`src/rtl/light_monitor_pkg.sv`:
```
// Shared light encoding, fault codes and monitor state for the intersection
// controller and its safety monitor.
package light_monitor_pkg;

  localparam int LIGHT_W = 3;
  typedef logic [LIGHT_W-1:0] light_t;

  // One-hot {red,yellow,green}; any other pattern is illegal
  localparam light_t LIGHT_RED = 3'b100;
  localparam light_t LIGHT_YEL = 3'b010;
  localparam light_t LIGHT_GRN = 3'b001;

  typedef enum logic [1:0] {
    FC_NONE     = 2'b00,
    FC_CONFLICT = 2'b01,
    FC_ILLEGAL  = 2'b10,
    FC_SKIP_YEL = 2'b11
  } fault_code_e;

  typedef enum logic {
    ST_NORMAL = 1'b0,
    ST_FAULT  = 1'b1
  } mon_state_e;

  typedef struct packed {
    logic illegal;
    logic conflict;
    logic skip_yel;
  } fault_flags_t;

  function automatic logic light_legal(light_t l);
    return (l == LIGHT_RED) || (l == LIGHT_YEL) || (l == LIGHT_GRN);
  endfunction

  // Several causes in one cycle collapse to the most severe
  function automatic fault_code_e fault_prio(fault_flags_t f);
    if (f.illegal)  return FC_ILLEGAL;
    if (f.conflict) return FC_CONFLICT;
    if (f.skip_yel) return FC_SKIP_YEL;
    return FC_NONE;
  endfunction

endpackage

```
`src/rtl/light_monitor_blink_gen.sv`:
```
// Half-period flasher: output starts on after clear and toggles every HALF
// enabled cycles.
module blink_gen #(
  parameter int HALF = 5
) (
  input  logic clk_i,
  input  logic rst_ni,
  input  logic clr_i,
  input  logic en_i,
  output logic on_o
);

  localparam int BW = (HALF > 1) ? $clog2(HALF) : 1;

  logic [BW-1:0] cnt_q, cnt_d;
  logic          on_q, on_d;

  always_comb begin
    cnt_d = cnt_q;
    on_d  = on_q;
    if (clr_i) begin
      cnt_d = '0;
      on_d  = 1'b1;
    end else if (en_i) begin
      if (cnt_q == BW'(HALF - 1)) begin
        cnt_d = '0;
        on_d  = ~on_q;
      end else begin
        cnt_d = cnt_q + 1'b1;
      end
    end
  end

  always_ff @(posedge clk_i or negedge rst_ni) begin
    if (!rst_ni) begin
      cnt_q <= '0;
      on_q  <= 1'b1;
    end else begin
      cnt_q <= cnt_d;
      on_q  <= on_d;
    end
  end

  assign on_o = on_q;

endmodule

```
`src/rtl/light_monitor.sv`:
```
// Safety monitor between the light sequencer and the lamp drivers: passes the
// lights through, latches conflict/illegal/skipped-yellow faults and flashes red.
module light_monitor
  import light_monitor_pkg::*;
#(
  parameter int CONFLICT_CYCLES = 2,
  parameter int BLINK_HALF      = 5
) (
  input  logic       iClk,
  input  logic       iRstN,
  input  logic [2:0] main_st,
  input  logic [2:0] cross_st,
  input  logic       iFaultClr,
  output logic [2:0] oMainLamp,
  output logic [2:0] oCrossLamp,
  output logic       oFault,
  output logic [1:0] oFaultCode
);

  localparam int NUM_APP = 2;  // index 0 = main road, 1 = cross road
  localparam int CW      = $clog2(CONFLICT_CYCLES + 1);

  light_t [NUM_APP-1:0] st_in;
  light_t [NUM_APP-1:0] prev_q, lamp_q;
  logic   [NUM_APP-1:0] legal, red, go, skip;

  mon_state_e   state_q, state_d;
  fault_code_e  code_q, code_d;
  logic [CW-1:0] conf_q, conf_d;
  fault_flags_t flags;
  logic         raise, clear_req, blink_clr, blink_on;

  assign st_in = {cross_st, main_st};

  for (genvar a = 0; a < NUM_APP; a++) begin : g_app
    assign legal[a] = light_legal(st_in[a]);
    assign red[a]   = (st_in[a] == LIGHT_RED);
    assign go[a]    = legal[a] && !red[a];
    assign skip[a]  = red[a] && (prev_q[a] == LIGHT_GRN);
  end

  // Conflict fires on the cycle the run of overlapping go lights would hit the limit
  always_comb begin
    flags          = '0;
    flags.illegal  = ~&legal;
    flags.conflict = (&go) && ((int'(conf_q) + 1) >= CONFLICT_CYCLES);
    flags.skip_yel = |skip;
  end

  assign raise     = |flags;
  assign clear_req = iFaultClr && (&red);

  // Sampled lights feed both the pass-through lamps and the skipped-yellow check
  always_ff @(posedge iClk or negedge iRstN) begin
    if (!iRstN) begin
      prev_q <= {NUM_APP{LIGHT_RED}};
      lamp_q <= {NUM_APP{LIGHT_RED}};
    end else begin
      prev_q <= st_in;
      lamp_q <= st_in;
    end
  end

  always_comb begin
    conf_d = conf_q;
    if (state_q == ST_FAULT && clear_req) begin
      conf_d = '0;
    end else if (|red) begin
      conf_d = '0;
    end else if (&go) begin
      if (conf_q != CW'(CONFLICT_CYCLES)) conf_d = conf_q + 1'b1;
    end
  end

  always_comb begin
    code_d = code_q;
    if (state_q == ST_NORMAL && raise) code_d = fault_prio(flags);
    else if (state_q == ST_FAULT && clear_req) code_d = FC_NONE;
  end

  always_ff @(posedge iClk or negedge iRstN) begin
    if (!iRstN) begin
      conf_q <= '0;
      code_q <= FC_NONE;
    end else begin
      conf_q <= conf_d;
      code_q <= code_d;
    end
  end

  always_ff @(posedge iClk or negedge iRstN) begin
    if (!iRstN) state_q <= ST_NORMAL;
    else        state_q <= state_d;
  end

  always_comb begin
    state_d = state_q;
    case (state_q)
      ST_NORMAL: if (raise)     state_d = ST_FAULT;
      ST_FAULT:  if (clear_req) state_d = ST_NORMAL;
      default:                  state_d = ST_NORMAL;
    endcase
  end

  // Flasher restarts in the on phase both on entry and on exit of FAULT
  assign blink_clr = (state_q == ST_NORMAL && raise) ||
                     (state_q == ST_FAULT  && clear_req);

  blink_gen #(
    .HALF (BLINK_HALF)
  ) u_blink (
    .clk_i  (iClk),
    .rst_ni (iRstN),
    .clr_i  (blink_clr),
    .en_i   (state_q == ST_FAULT),
    .on_o   (blink_on)
  );

  always_comb begin
    oFault     = 1'b0;
    oMainLamp  = lamp_q[0];
    oCrossLamp = lamp_q[1];
    if (state_q == ST_FAULT) begin
      oFault     = 1'b1;
      oMainLamp  = {blink_on, 2'b00};
      oCrossLamp = {blink_on, 2'b00};
    end
  end

  assign oFaultCode = code_q;

endmodule
```
`config.mk`:
```
export PLATFORM = sky130hd
export DESIGN_NAME = light_monitor
export DESIGN_NICKNAME = d
export VERILOG_FILES = /design/src/rtl/light_monitor_pkg.sv /design/src/rtl/light_monitor_blink_gen.sv /design/src/rtl/light_monitor.sv
export SDC_FILE = /design/constraint.sdc
export NUM_CORES = 1
export LEC_CHECK = 0
export ABC_CLOCK_PERIOD_IN_PS = 2100
export CELL_PAD_IN_SITES_DETAIL_PLACEMENT = 0
export CELL_PAD_IN_SITES_GLOBAL_PLACEMENT = 1
export CORE_UTILIZATION = 37
export DETAILED_ROUTE_END_ITERATION = 8
export GPL_ROUTABILITY_DRIVEN = 0
export GPL_TIMING_DRIVEN = 0
export HOLD_SLACK_MARGIN = 0.06
export MAX_ROUTING_LAYER = met4
export PLACE_DENSITY = 0.74
export SLEW_MARGIN = 20
export SYNTH_ARGS = -nofsm -noshare
export SYNTH_HDL_FRONTEND = slang
export SYNTH_SLANG_ARGS = --single-unit
```
`constraint.sdc`:
```
create_clock -name iClk -period 2.1 [get_ports iClk]
set_clock_uncertainty 0.05 [all_clocks]
set_input_delay 0.42 -clock iClk [delete_from_list [all_inputs] [get_ports iClk]]
set_output_delay 0.42 -clock iClk [all_outputs]
set_load 0.01 [all_outputs]
```
==> results of run 1 <==
-- how the worst max path moves through the flow --
stage,from,to,slack (ns),depth (start not counted)
final,lamp_q[2]$_DFF_PN1_,oMainLamp[2],0.08,3
after global routing,lamp_q[5]$_DFF_PN1_,oCrossLamp[2],0.0005,3
after CTS,main_st[2],u_blink.cnt_q[2]$_DFFE_PN0P_,0.04,5
after detailed placement,main_st[2],u_blink.cnt_q[2]$_DFFE_PN0P_,-0.27,5
after global placement,main_st[2],u_blink.cnt_q[2]$_DFFE_PN0P_,-0.25,5
after floorplan,main_st[1],u_blink.cnt_q[2]$_DFFE_PN0P_,0.46,4
-- critical path: stages (launching register included) --
cell and delay [ns]:
dfstp_2 0.54, inv_1 0.03, o21ai_0 0.13, clkdlybuf4s50_1 0.56
-- cells by family after synthesis --
family | count (synthesis) | synth area share [%]
buffers and inverters | 9 | 4.17
and+or+nand+nor | 28 | 23.1
DFF | 15 | 46.8
xor gates and xnor gates | 4 | 4.32
muxes | 1 | 1.23
adders and majority gates | 4 | 6.17
AOI/OAI and AO/OA | 17 | 14.2
-- cells in the mapped netlist --
library cell / number
dfrtp_1: 12
inv_1: 8
nor3_1: 6
o21ai_0: 5
ha_1: 4
nor2b_1: 4
a21oi_1: 3
dfstp_2: 3
nand2_1: 3
nor3b_1: 3
a22o_2: 2
a22oi_1: 2
nand3_1: 2
nor3b_2: 2
xnor2_1: 2
xor2_1: 2
a21o_1: 1
a221o_1: 1
a22o_1: 1
a31oi_1: 1
and2b_2: 1
and3_2: 1
and3_4: 1
and3b_1: 1
and4_4: 1
clkbuf_1: 1
mux2i_1: 1
nand4_1: 1
nor2_1: 1
o211ai_1: 1
or3_1: 1
-- flip-flops by register name, summed over array words and instances (netlist names) --
signal / flops
state_q: 1
u_blink.on_o: 1
lamp_q: 6
u_blink.cnt_q: 3
oFaultCode: 2
conf_q: 2
-- power by group --
group / internal (mW) / switching, mW
clock network: 0.0738 / 0.0932
logic: 0.174 / 0.129
registers: 0.355 / 0.0431
-- layout by cell type (no fill, tap or decap), drive strengths merged --
cell type and n:
a21o 1, a21oi 3, a221o 1, a22o 3
a22oi 2, a31oi 1, and2b 1, and3 2
and3b 1, and4 1, buf 2, clkbuf 4
clkdlybuf4s50 17, dfrtp 12, dfstp 3, ha 4
inv 8, mux2i 1, nand2 3, nand3 2
nand4 1, nor2 1, nor2b 4, nor3 6
nor3b 5, o211ai 1, o21ai 5, or3 1
xnor2 2, xor2 2
-- metal layers --
metal | vias up | global-route usage [%] | part of all wire (%)
li1 | 324 | - | -
met1 | 303 | 18.8 | 45
met2 | 11 | 25.5 | 50
met3 | 2 | 5.61 | 4.2
met4 | 0 | 2.94 | 0.45
met5 | - | - | 0
-- per-stage QoR --
stage	cell area, sq um	TNS, ns	hold WS, ns	setup WS (ns)	cells
after global routing	1070	0	0.505	0.000508	127
after floorplan	811	0	0.0744	0.462	78
after detailed placement	1010	-0.807	0.481	-0.272	122
after CTS	1040	0	0.497	0.0431	125
after global placement	1010	-0.696	0.463	-0.250	122
final	1070	0	0.487	0.0832	127
-- repair_timing --
action | in CTS | in global routing
setup endpoints to repair | 6 | 2
setup buffers | 0 | 2
resized for setup | 1 | 2
-- cell type report --
cell class	instances	area share, %
repair buffers	19	17.4
well taps	27	3.17
inverters	8	2.82
flip-flops and latches	15	35.7
clock buffers	4	2.46
multi-input cells	54	38.5
==> flow_metrics.tcl, run 1 <==
set metrics [dict create \
    status "complete, no violations" \
    firstDrtPassIters 3 \
    max_freq_mhz 496 \
    antenna_found_initial 0 \
    vias_per_cell 5.04 \
    multiInputGateArea_sq_um 410 \
    grt_pass1_vias 625 \
    crit_fanout 2 \
    min_path_type "in -> async" \
    clk_latency_ns 0.29 \
    r2r-start "conf_q[1]$_DFFE_PN0P_" \
    nets 114 \
    die_w_um 48.8 \
    p_total_mw 0.868 \
    path_clk_slew_ns 0.09 \
    synth_top_area_share_pct 37.0 \
    drc 0 \
    cts_htree_levels 1 \
    crit_path_start_kind "register" \
    hold_violations 0 \
    cts_buffer_depth 2 \
    ys_seq_area_share_pct 46.8 \
    cts_buffers 3 \
    cts_root_buffer "clkbuf_4" \
    setup_viol 0 \
    relSlewSlack_pct 54.9 \
    pwr_density_cell_nw_per_um2 815 \
    yosys.area.top_type "dfrtp_1" \
    slew_viol_final 0 \
    r2r-end "u_blink.cnt_q[2]$_DFFE_PN0P_" \
    clkSinkCount 15 \
    vias 640 \
    grtUsageTotal_pct 15.7 \
    drtAntennaViolNets 0 \
    cp.required_ns 1.63 \
    cts_hold_buffers 0 \
    hpwl_um 1210 \
    yosys_warnings 0 \
    nFillCells 190 \
    finalCritPeriodShare_pct 96.0 \
    totalWireLength_um 1550 \
    tritoncts "built" \
    ios 18 \
    drive_gt1_share_pct 17.0 \
    start_util_pct 40.5 \
    dieArea_sq_um 2380 \
    grt_max_degree 16 \
    finalCoreUtilization_pct 53.3 \
    avgRoutedWirePerCell_um 12.2 \
    syn_avg_cell_area_sq_um 10.4 \
    worstPathArrival_ns 1.55 \
    area_delta_synth_final_pct 31.5 \
    r2r_cells 6 \
    fin_crit_ns 2.02 \
    postSynthNetCount 91 \
    endpoint_kind "output pin" \
    regArea_sq_um 380 \
    reg2reg_slack_ns 0.52 \
    grt_pass1_wl_um 2730 \
    die_h_um 48.8 \
    vdd_drop_max_v 0.000455 \
    crit_type "reg -> out" \
    ys_ff_latch 15 \
    leakage_nw 0.456 \
    port_buffers 17 \
    grt-ovfl-total 0 \
    rows 16 \
    synth_cells 78 \
    yosysUniqueCellTypes 31 \
    drv_cap 0 \
    netlist_area_sq_um 811 \
    antennaDiodeCount 0 \
    synth_area_leaders "dfrtp_1, dfstp_2, ha_1" \
    drt-initial-drc-count 12 \
    tightest_slew_ns 0.675 \
    rsz0062_at_grt "no" \
    core-area_sq_um 2000 \
]
Note: power is estimated with default switching activity, not from simulation.
==> run 2, diff against run 1 <==
--- a/config.mk
+++ b/config.mk
@@ -5,16 +5,16 @@
 export SDC_FILE = /design/constraint.sdc
 export NUM_CORES = 1
 export LEC_CHECK = 0
-export ABC_CLOCK_PERIOD_IN_PS = 2100
+export ABC_CLOCK_PERIOD_IN_PS = 1600
 export CELL_PAD_IN_SITES_DETAIL_PLACEMENT = 0
 export CELL_PAD_IN_SITES_GLOBAL_PLACEMENT = 1
-export CORE_UTILIZATION = 37
+export CORE_UTILIZATION = 33
 export DETAILED_ROUTE_END_ITERATION = 8
 export GPL_ROUTABILITY_DRIVEN = 0
 export GPL_TIMING_DRIVEN = 0
 export HOLD_SLACK_MARGIN = 0.06
 export MAX_ROUTING_LAYER = met4
-export PLACE_DENSITY = 0.74
+export PLACE_DENSITY = 0.7
 export SLEW_MARGIN = 20
 export SYNTH_ARGS = -nofsm -noshare
 export SYNTH_HDL_FRONTEND = slang
==> constraint.sdc (replaced) <==
create_clock -name iClk -period 1.6 [get_ports iClk]
set_clock_uncertainty 0.05 [all_clocks]
set_input_delay 0.32 -clock iClk [delete_from_list [all_inputs] [get_ports iClk]]
set_output_delay 0.32 -clock iClk [all_outputs]
set_load 0.01 [all_outputs]
==> flow_metrics.tcl, run 2 (synthesis gave the netlist of run 1 again) <==
set metrics [dict create \
    port_buffers 17 \
    internal-power_mw 0.774 \
    hold_violations 0 \
    cts_buffers 3 \
    cp.required_ns 1.73 \
    worstPathArrival_ns 1.74 \
    area_delta_synth_final_pct 35.3 \
    grt_most_used_layer "met2" \
    use_met3_pct 1.75 \
    status "finished with violations" \
    rsz0062_at_grt "yes" \
    grtUsageTotal_pct 14.9 \
    grt_max_degree 16 \
    totalWireLength_um 1680 \
    slew_viol_final 0 \
    finalCritPeriodShare_pct 101 \
    rows 17 \
    path_delay_family "simple AND/OR/NAND/NOR gates" \
    drtAntennaViolNets 0 \
    min_path_type "in -> reg" \
    hold_start "main_st[0]" \
    regMostFlops "lamp_q" \
    tritoncts "built" \
    largest_reg_flops 6 \
    layout_setup_ws_ns -0.0114 \
    grt_pass1_wl_um 2750 \
    hpwl_um 1200 \
    drv_cap 0 \
    r2r_cells 6 \
    max_freq_mhz 621 \
    cts_buffer_depth 2 \
    pwr_density_cell_nw_per_um2 1030 \
    critPathMaxStageDelay_ns 0.35 \
    cts_htree_levels 1 \
    grt_pass1_vias 610 \
    clk_latency_ns 0.29 \
    netSwitchingFraction_pct 31.6 \
    dieArea_sq_um 2660 \
    hold_ws_ns 0.290 \
    start_util_pct 36.0 \
    path_cells "dlygate4sd2_1 -> nor3b_4 -> a22oi_1 -> and4_4 -> a221o_1" \
    r2r-end "u_blink.cnt_q[2]$_DFFE_PN0P_" \
    setup_viol 1 \
    vias_per_cell 5.01 \
    tightest_slew_ns 0.647 \
    antennaDiodeCount 0 \
    reg2reg_slack_ns 0.04 \
    firstDrtPassIters 4 \
    whs_path_depth 1 \
    die_h_um 51.6 \
    clkSinkCount 15 \
    power_frac_seq_pct 45.8 \
    relSlewSlack_pct 56.8 \
    crit_path_start_kind "input port" \
    p_clk_share_pct 19.2 \
    setup_tns_ns -0.0114 \
    power.net_switching_mw 0.357 \
    cts_root_buffer "clkbuf_4" \
    drive_gt1_share_pct 29.8 \
    layout_commonest_cell "dfrtp_1" \
    crit_buf_inv 1 \
    vias 661 \
    nets 118 \
    whs_endpoint "lamp_q[0]$_DFF_PN0_" \
    vdd_drop_max_v 0.000604 \
    grtUsageMet2_pct 22.7 \
    path_clk_slew_ns 0.09 \
    avgRoutedWirePerCell_um 12.7 \
    grt-ovfl-total 0 \
    use_met1_pct 18.7 \
    antenna_found_initial 0 \
    combinationalPowerShare_pct 35.0 \
    cp_slowest_cell "nor3b_4" \
    crit_fanout 7 \
    reg_top3 "lamp_q (6), u_blink.cnt_q (3)" \
    drc 0 \
    r2r-start "conf_q[1]$_DFFE_PN0P_" \
    leakage_nw 0.494 \
    drt-initial-drc-count 7 \
    fin_crit_ns 1.61 \
    endpoint_kind "register" \
    failed_checks "setup timing" \
    core-area_sq_um 2250 \
    ios 18 \
    die_w_um 51.6 \
    final_cell_mix "dfrtp_1, inv_1, buf_4, nor3_1, dlygate4sd2_1" \
    crit_type "in -> reg" \
]
-- run 2: power by group through the flow --
stage                     clock network [mW]  logic (mW)  registers, mW
after CTS                              0.222       0.395          0.517
after global placement                     0       0.390          0.525
after floorplan                            0       0.256          0.517
after detailed placement                   0       0.402          0.526
final                                  0.217       0.396          0.518
after global routing                   0.235       0.453          0.536
-- run 2: how the worst max path moves through the flow --
stage / startpoint / to / slack, ns / cells after the start
6_report: main_st[2] / u_blink.cnt_q[2]$_DFFE_PN0P_ / -0.01 / 5
5_1_grt: main_st[2] / u_blink.cnt_q[2]$_DFFE_PN0P_ / -0.06 / 5
4_1_cts: conf_q[0]$_DFFE_PN0P_ / u_blink.cnt_q[2]$_DFFE_PN0P_ / 0.0007 / 6
3_5_place_dp: main_st[2] / u_blink.cnt_q[2]$_DFFE_PN0P_ / -0.65 / 5
3_3_place_gp: main_st[2] / u_blink.cnt_q[2]$_DFFE_PN0P_ / -0.65 / 5
2_1_floorplan: main_st[1] / u_blink.cnt_q[2]$_DFFE_PN0P_ / 0.06 / 4
-- run 2: what timing repair did --
item	CTS	global route
setup buffers	4	1
hold buffers	0	0
endpoints found under the setup margin	14	9
resized for setup	27	15
pin swaps	1	4
-- run 2: metrics by stage --
stage / util [%] / setup slack (ns) / total power, mW / std cells / area, sq um
detailed placement: 45.1 / -0.652 / 0.928 / 123 / 1020
CTS: 47.9 / 0.000675 / 1.14 / 131 / 1080
global route: 48.7 / -0.0648 / 1.22 / 132 / 1100
floorplan: - / 0.0617 / 0.774 / 78 / 811
finish: 48.7 / -0.0114 / 1.13 / 132 / 1100
global placement: 45.1 / -0.648 / 0.916 / 123 / 1020
-- run 2: cell type report --
type / count / area [sq um]
sequential: 15 / 379
multi-input combinational: 54 / 439
timing repair buffer: 22 / 180
fill: 223 / 1160
buffer: 1 / 7.51
inverter: 8 / 30.0
tap: 28 / 35.0
clock buffer: 4 / 26.3
-- run 2: routing by layer --
layer | vias up | part of all wire, %
met5 | - | 0
met2 | 11 | 47
li1 | 333 | -
met1 | 312 | 48
met4 | 0 | 2.9
met3 | 5 | 2.6
